<file path="src/rtl/mux_arbiter.sv">
// Round-robin burst arbiter that drives the select of a downstream N:1 multiplexer.
// A granted channel keeps the mux for up to BURST_LEN accepted transfers before priority rotates.
module mux_arbiter #(
    parameter int IDX_COUNT = 16,
    parameter int IDX_SIZE  = 4,
    parameter int BURST_LEN = 4
) (
    input  logic                 clk,
    input  logic                 rst_n,
    input  logic [IDX_COUNT-1:0] req,
    output logic [IDX_SIZE-1:0]  index,
    output logic                 out_valid,
    input  logic                 out_ready,
    output logic [IDX_COUNT-1:0] ack
);

    generate
        if ((IDX_SIZE < 1) || ((2 ** IDX_SIZE) < IDX_COUNT)) begin : g_bad_idx_size
            $error("mux_arbiter: IDX_SIZE too small for IDX_COUNT");
        end
        if ((BURST_LEN < 1) || (BURST_LEN > 255)) begin : g_bad_burst_len
            $error("mux_arbiter: BURST_LEN must be in 1..255");
        end
    endgenerate

    typedef enum logic {
        IDLE  = 1'b0,
        GRANT = 1'b1
    } state_t;

    state_t                state_r;
    state_t                state_nxt_s;
    logic [IDX_SIZE-1:0]   index_r;
    logic [IDX_SIZE-1:0]   index_nxt_s;
    logic [IDX_SIZE-1:0]   ptr_r;
    logic [IDX_SIZE-1:0]   ptr_nxt_s;
    logic [IDX_SIZE-1:0]   index_inc_s;
    logic [7:0]            beat_r;
    logic [7:0]            beat_nxt_s;
    logic [7:0]            beat_inc_s;
    logic [IDX_SIZE:0]     pick_s;
    logic                  found_s;
    logic [IDX_SIZE-1:0]   sel_s;
    logic                  transfer_s;
    logic                  req_cur_s;

    // Returns {found, channel}: first set request at or after p, wrapping at IDX_COUNT.
    // Iterating from the farthest offset down lets the nearest hit overwrite the result.
    function automatic logic [IDX_SIZE:0] find_next(
        input logic [IDX_COUNT-1:0] r,
        input logic [IDX_SIZE-1:0]  p
    );
        logic [IDX_SIZE:0] res;
        int                cand;
        res = {(IDX_SIZE + 1){1'b0}};
        for (int i = IDX_COUNT - 1; i >= 0; i--) begin
            cand = (int'(p) + i) % IDX_COUNT;
            if (r[cand]) begin
                res = {1'b1, IDX_SIZE'(cand)};
            end else begin
                res = res;
            end
        end
        return res;
    endfunction

    assign pick_s      = find_next(req, ptr_r);
    assign found_s     = pick_s[IDX_SIZE];
    assign sel_s       = pick_s[IDX_SIZE-1:0];
    assign transfer_s  = (state_r == GRANT) && out_ready;
    assign req_cur_s   = req[index_r];
    assign index_inc_s = (index_r == IDX_SIZE'(IDX_COUNT - 1)) ? {IDX_SIZE{1'b0}}
                                                               : index_r + IDX_SIZE'(1);
    assign beat_inc_s  = beat_r + 8'd1;

    // Next-state logic: select in IDLE, count beats / detect burst end or abort in GRANT.
    always_comb begin
        state_nxt_s = state_r;
        index_nxt_s = index_r;
        ptr_nxt_s   = ptr_r;
        beat_nxt_s  = beat_r;
        case (state_r)
            IDLE: begin
                if (found_s) begin
                    index_nxt_s = sel_s;
                    beat_nxt_s  = 8'd0;
                    state_nxt_s = GRANT;
                end else begin
                    state_nxt_s = IDLE;
                end
            end
            GRANT: begin
                if (transfer_s) begin
                    beat_nxt_s = beat_inc_s;
                    if ((beat_inc_s < 8'(BURST_LEN)) && req_cur_s) begin
                        state_nxt_s = GRANT;
                    end else begin
                        state_nxt_s = IDLE;
                        ptr_nxt_s   = index_inc_s;
                    end
                end else if (!req_cur_s) begin
                    state_nxt_s = IDLE;
                    ptr_nxt_s   = index_inc_s;
                end else begin
                    state_nxt_s = GRANT;
                end
            end
            default: begin
                state_nxt_s = IDLE;
            end
        endcase
    end

    // State, select, priority pointer and beat counter registers.
    always_ff @(posedge clk or negedge rst_n) begin
        if (!rst_n) begin
            state_r <= IDLE;
            index_r <= {IDX_SIZE{1'b0}};
            ptr_r   <= {IDX_SIZE{1'b0}};
            beat_r  <= 8'd0;
        end else begin
            state_r <= state_nxt_s;
            index_r <= index_nxt_s;
            ptr_r   <= ptr_nxt_s;
            beat_r  <= beat_nxt_s;
        end
    end

    // One-hot acknowledge to the channel whose beat is accepted this cycle.
    always_comb begin
        ack = {IDX_COUNT{1'b0}};
        if (transfer_s) begin
            ack[index_r] = 1'b1;
        end else begin
            ack = {IDX_COUNT{1'b0}};
        end
    end

    assign index     = index_r;
    assign out_valid = (state_r == GRANT);

endmodule
</file>
<file path="config.mk">
export PLATFORM = sky130hd
export DESIGN_NAME = mux_arbiter
export DESIGN_NICKNAME = d
export VERILOG_FILES = /design/src/rtl/mux_arbiter.sv
export SDC_FILE = /design/constraint.sdc
export NUM_CORES = 1
export LEC_CHECK = 0
export CORE_UTILIZATION = 55
export DETAILED_ROUTE_END_ITERATION = 10
export HOLD_SLACK_MARGIN = 0.08
export PLACE_DENSITY = 0.85
export SLEW_MARGIN = 10
export SYNTH_ARGS = -nofsm -noshare
export SYNTH_HDL_FRONTEND = slang
export SYNTH_SLANG_ARGS = --single-unit
</file>
<file path="constraint.sdc">
create_clock -name clk -period 6.5 [get_ports clk]
set_clock_uncertainty 0.15 [all_clocks]
set_input_delay 0.975 -clock clk [delete_from_list [all_inputs] [get_ports clk]]
set_output_delay 0.975 -clock clk [all_outputs]
set_load 0.02 [all_outputs]
</file>
==> results.ini, run 1 <==
[grt]
grt_max_degree = 23
grtUsageTotal_pct = 31.08
grt_overflow = 0
grt_pass1_vias = 3020
grt_pass1_wl_um = 15430
antenna_found_initial = 0

[critical_path]
critPathMaxFanout = 16
timing.rr.start = ptr_r[1]
critPathTopFamily = multiplexers
path_cells = inv_1 -> ha_1 -> mux4_2 -> mux2i_1 -> mux2i_1 -> or4b_4 -> o41ai_2 -> and2_1 -> o21ai_0 -> o31ai_1
crit_slowest_cell = o41ai_2
critPathMostFrequentCell = mux2i_1
critPathLaunchType = flop
max_stage_delay_ns = 0.90
arrival_ns = 5.40
reg2reg_slack_ns = 1.12
cp.required_ns = 6.52
crit_buf_inv = 1
reg2regPathDepth = 10
crit_type = reg2reg
worstSetupEndpointType = flop
regToRegEndpoint = beat_r[3]

[clock_tree]
clockRootBuffer = clkbuf_8
post_cts_buffers = 0
clock_latency_ns = 0.26
cts_tree = done
clkTransAtPathRegs_ns = 0.07
cts_resized = 0
clockBufferDepth = 2
cts-hold-fix-buffers = 0
numCtsBuffers = 3
h-tree-depth = 1
cts.sinks = 17

[drt]
drc_errors = 0
first_iter_violations = 337
ant_nets = 0
totalWireLength_um = 9584
firstDrtPassIters = 5
num_vias = 3295
routed_via_density = 7.101
post_drt_wl_per_cell_um = 20.66

[timing]
setup_violations = 0
fmax_ghz = 0.1858
slew_headroom_pct = 26.39
finalWorstSetupSlack_ns = 1.118
rsz0062_at_grt = false
min_period_ns = 5.382
worst_pin_slew_ns = 1.096
finalMaxSlewViolations = 0
hold_viol_final = 0
tns_ns = 0
finalCritPeriodShare_pct = 82.80

[floorplan]
initial_core_util_pct = 57.04
core.rowCount = 28
num_io_pins = 40
fp.dieH_um = 80.59
dieArea_um2 = 6495
die_x_um = 80.59
core_area_um2 = 5956

[synthesis]
synth_top_cell_by_area = mux4_2
syn_area_um2 = 3397
synthCells = 366
synth.area.top_cells = mux4_2 15%, dfrtp_1 13%, mux4_1 9.3%
yosysWarnings = 0
yosys.cell_types.count = 63
async_reset_ff_share_pct = 100.0
synthFlopType = dfrtp_1
synth_seq_cells = 17
syn_area_per_cell_um2 = 9.281
synth.top_cell.area_share_pct = 15.25
synth_nets = 397
ys_seq_area_share_pct = 12.52
synth-edff-count = 0

[final_layout]
num_antenna_cells = 0
fin_util_pct = 64.52
drive_above_1_share_pct = 13.88
syn_to_final_growth_pct = 13.11
nets = 421

[flow_run]
max-cap-violations = 0

[place]
gp_congestion = 1.029
port_buffers = 39
hpwlAfterDp_um = 7260
place_ws_ns = 1.230

[worst_hold_path]
min_path_type = reg2reg
worstHoldEndpoint = beat_r[7]
min_path_cells = 1
hp-start = beat_r[7]

[outcome]
status = complete, no violations

-- kinds of logic (layout without fill, tap and decap cells) --
logic type | count (synthesis) | in the layout | share of synthesized area [%]
muxes | 83 | 83 | 39.34
and+or+nand+nor | 114 | 114 | 17.24
adders and majority gates | 12 | 12 | 4.420
buffers and inverters | 33 | 56 | 4.272
xor gates and xnor gates | 14 | 14 | 3.610
DFF | 17 | 17 | 12.52
AOI/OAI and AO/OA | 93 | 93 | 18.60
-- worst max-delay path by stage --
stage                   from   endpoint  slack [ns]  depth (start not counted)
global route        ptr_r[1]  beat_r[7]        0.85                         10
floorplan           ptr_r[1]   index[1]        1.83                         14
finish              ptr_r[1]  beat_r[3]        1.12                         10
global placement    ptr_r[1]  beat_r[3]        1.29                         10
CTS                 ptr_r[1]  beat_r[3]        1.22                         10
detailed placement  ptr_r[1]  beat_r[3]        1.23                         10
-- sequential cells by signal, indices dropped and copies added, names as in the netlist --
signal	flops
beat_r	8
index	4
out_valid	1
ptr_r	4
-- area by class of cell --
type                            count  area [µm²]
Fill cell                         495        2113
Clock inverter                      1       5.005
Tap cell                           75       93.84
Multi-Input combinational cell    316        2826
Sequential cell                    17       425.4
Clock buffer                        3       41.29
Inverter                           10       37.54
Timing Repair Buffer               42       412.9
-- synthesized netlist by cell type (4+ instances only) --
cell type and count:
mux2_2 18, a31oi_1 6, mux4_1 12, o21ai_0 26, mux2i_1 30, a211oi_1 6
nand2b_1 4, o211ai_1 5, clkbuf_1 14, xnor2_1 11, inv_1 9, ha_1 12
nand4_1 5, and3_1 4, nor3_1 5, mux4_2 23, nor2_1 22, buf_2 5
a21oi_1 15, nand2_1 28, nand3_1 11, dfrtp_1 17, and2_1 23
-- worst register-to-register path, stage by stage, from the launching register on --
cell	delay (ns)
dfrtp_1	0.76
inv_1	0.37
ha_1	0.75
mux4_2	0.59
mux2i_1	0.27
mux2i_1	0.32
or4b_4	0.63
o41ai_2	0.90
and2_1	0.37
o21ai_0	0.13
o31ai_1	0.07
-- per-stage QoR --
| stage | hold WS [ns] | instance area, µm² | std cells |
|---|---|---|---|
| 6_report | 0.3896 | 3842 | 464 |
| 2_1_floorplan | 0.3399 | 3397 | 366 |
| 3_5_place_dp | 0.3728 | 3796 | 460 |
| 3_3_place_gp | 0.3713 | 3796 | 460 |
| 4_1_cts | 0.3816 | 3842 | 464 |
| 5_1_grt | 0.4324 | 3842 | 464 |
-- per-layer routing --
layer | vias to the layer above | wire, µm | GRT usage (%)
met5 | - | 0 | 0
met3 | 23 | 864 | 4.886
met1 | 1591 | 3988 | 43.42
met4 | 0 | 201 | 8.750
li1 | 1482 | - | -
met2 | 199 | 4529 | 49.58
-- layout by cell type, fill, tap and decap left out, types with 4 or more instances in the layout --
| cell type | count |
|---|---|
| clkdlybuf4s50_1 | 39 |
| mux2i_1 | 30 |
| nand2_1 | 28 |
| o21ai_0 | 26 |
| and2_1 | 23 |
| mux4_2 | 23 |
| nor2_1 | 22 |
| mux2_2 | 18 |
| dfrtp_1 | 17 |
| a21oi_1 | 15 |
| mux4_1 | 12 |
| ha_1 | 12 |
| xnor2_1 | 11 |
| nand3_1 | 11 |
| inv_1 | 9 |
| a31oi_1 | 6 |
| a211oi_1 | 6 |
| nor3_1 | 5 |
| nand4_1 | 5 |
| o211ai_1 | 5 |
| and3_1 | 4 |
| nand2b_1 | 4 |
Power of run 1 is not shown: default switching activity piles up to over one toggle a cycle in this logic, so the estimate is an artifact.
==> run 2: changes to the inputs <==
Settings changed: CORE_UTILIZATION 55 to 53.
Clock period 6.5 ns to 4.9 ns, I/O delays scaled along.
==> run 2 against run 1 <==
  * Die area rose by 3.7%
  * Count of clock-buffer cells in the layout up 1
  * Sequential cell count unchanged
  * Global-route usage hardly changed
  * Largest cell class unchanged
==> results.ini, run 2 (synthesized netlist as in run 1, its figures left out) <==
[timing]
rsz0062_at_grt = false
hold_viol_final = 0
worst_pin_slew_ns = 0.8322
tns_ns = 0
slew_headroom_pct = 44.33
finalCritPeriodShare_pct = 88.77
min_period_ns = 4.350
finalMaxSlewViolations = 0
fmax_ghz = 0.2299
setup_violations = 0
finalWorstSetupSlack_ns = 0.5501

[place]
port_buffers = 39
place_area_um2 = 3871
placedCellCount = 470
hpwlAfterDp_um = 7568
place_ws_ns = 0.3942
gp_congestion = 0.9630

[worst_hold_path]
min_path_cells = 1
min_path_type = reg2reg

[grt]
grt_overflow = 0
grt_pass1_wl_um = 15880
antenna_found_initial = 0
grtUsageTotal_pct = 31.09
grt_pass1_vias = 3024
grt_max_degree = 32

[critical_path]
critPathMaxFanout = 14
path_depth = 12
cp.required_ns = 4.91
critPathLaunchType = flop
crit_buf_inv = 3
crit_slowest_cell = or4b_4
critPathTopFamily = multiplexers
reg2reg_slack_ns = 0.55
arrival_ns = 4.36
regToRegEndpoint = beat_r[3]
path_cells = inv_1 -> ha_1 -> buf_4 -> mux4_2 -> mux2i_1 -> mux2i_1 -> or4b_4 -> o41ai_2 -> buf_4 -> and2_1 -> o21ai_0 -> o31ai_1
timing.rr.start = ptr_r[2]
startpoint = ptr_r[2]
worstSetupEndpointType = flop
crit_type = reg2reg
crit_end = beat_r[3]
reg2regPathDepth = 12
max_stage_delay_ns = 0.57

[drt]
first_iter_violations = 335
num_vias = 3375
routed_via_density = 7.120
totalWireLength_um = 9923
ant_nets = 0
drc_errors = 0
firstDrtPassIters = 6
post_drt_wl_per_cell_um = 20.93

[floorplan]
fp.dieH_um = 82.06
die_x_um = 82.06
dieArea_um2 = 6734
initial_core_util_pct = 56.05
num_io_pins = 40
core.rowCount = 28
core_area_um2 = 6061

[final_layout]
final_area_um2 = 3916
nets = 431
drive_above_1_share_pct = 15.79
fillerInstances = 498
largest_reg_flops = 8
layout_commonest_cell = clkdlybuf4s50_1
final_cells = 474
regMostFlops = beat_r
final_cell_mix = 39 x clkdlybuf4s50_1, 30 x mux2i_1, 28 x nand2_1
syn_to_final_growth_pct = 15.29
num_antenna_cells = 0

[clock_tree]
clkTransAtPathRegs_ns = 0.07
numCtsBuffers = 3
post_cts_buffers = 0
cts_tree = done
cts-hold-fix-buffers = 0
cts_resized = 0
clock_latency_ns = 0.26
clockBufferDepth = 2
cts.sinks = 17
h-tree-depth = 1
clockRootBuffer = clkbuf_8

[flow_run]
max-cap-violations = 0

[outcome]
status = complete, no violations

-- run 2: cell types whose count changed in the layout (fill, tap and decap cells not counted), sizes merged --
cell / previous run / this run
buf: 3 / 13
clkbuf: 3 / 4
clkinv: 1 / 0
-- run 2: through the flow --
| step | util [%] | hold WS, ns |
|---|---|---|
| 2_1_floorplan | - | 0.2894 |
| 6_report | 64.62 | 0.3955 |
| 5_1_grt | 64.62 | 0.4307 |
| 3_5_place_dp | 63.87 | 0.3858 |
| 3_3_place_gp | 63.87 | 0.3683 |
| 4_1_cts | 64.62 | 0.3974 |
-- run 2: cell type report --
cell class | instances | area [µm²] | area share, %
clock buffers | 4 | 45.04 | 1.150
inverters | 10 | 37.54 | 0.9585
multi-input cells | 316 | 2826 | 72.17
flip-flops and latches | 17 | 425.4 | 10.86
well taps | 75 | 93.84 | 2.396
repair buffers | 52 | 488.0 | 12.46
-- run 2: metal layers --
metal  global-route usage (%)  up-vias  share of wire (%)
met5                        0        -                  0
met4                    10.18        0                2.4
met3                    3.667       31                8.7
met2                    46.36      214                 46
met1                    46.36     1623                 42
li1                         -     1507                  -
-- run 2: worst min-delay path by stage --
stage / slack [ns] / start / end
2_1_floorplan: 0.29 / rst_n / beat_r[0]
3_3_place_gp: 0.37 / beat_r[7] / beat_r[7]
3_5_place_dp: 0.39 / beat_r[7] / beat_r[7]
4_1_cts: 0.40 / beat_r[7] / beat_r[7]
5_1_grt: 0.43 / beat_r[0] / beat_r[0]
6_report: 0.40 / beat_r[7] / beat_r[7]
Power of run 2 is left out for the same reason.
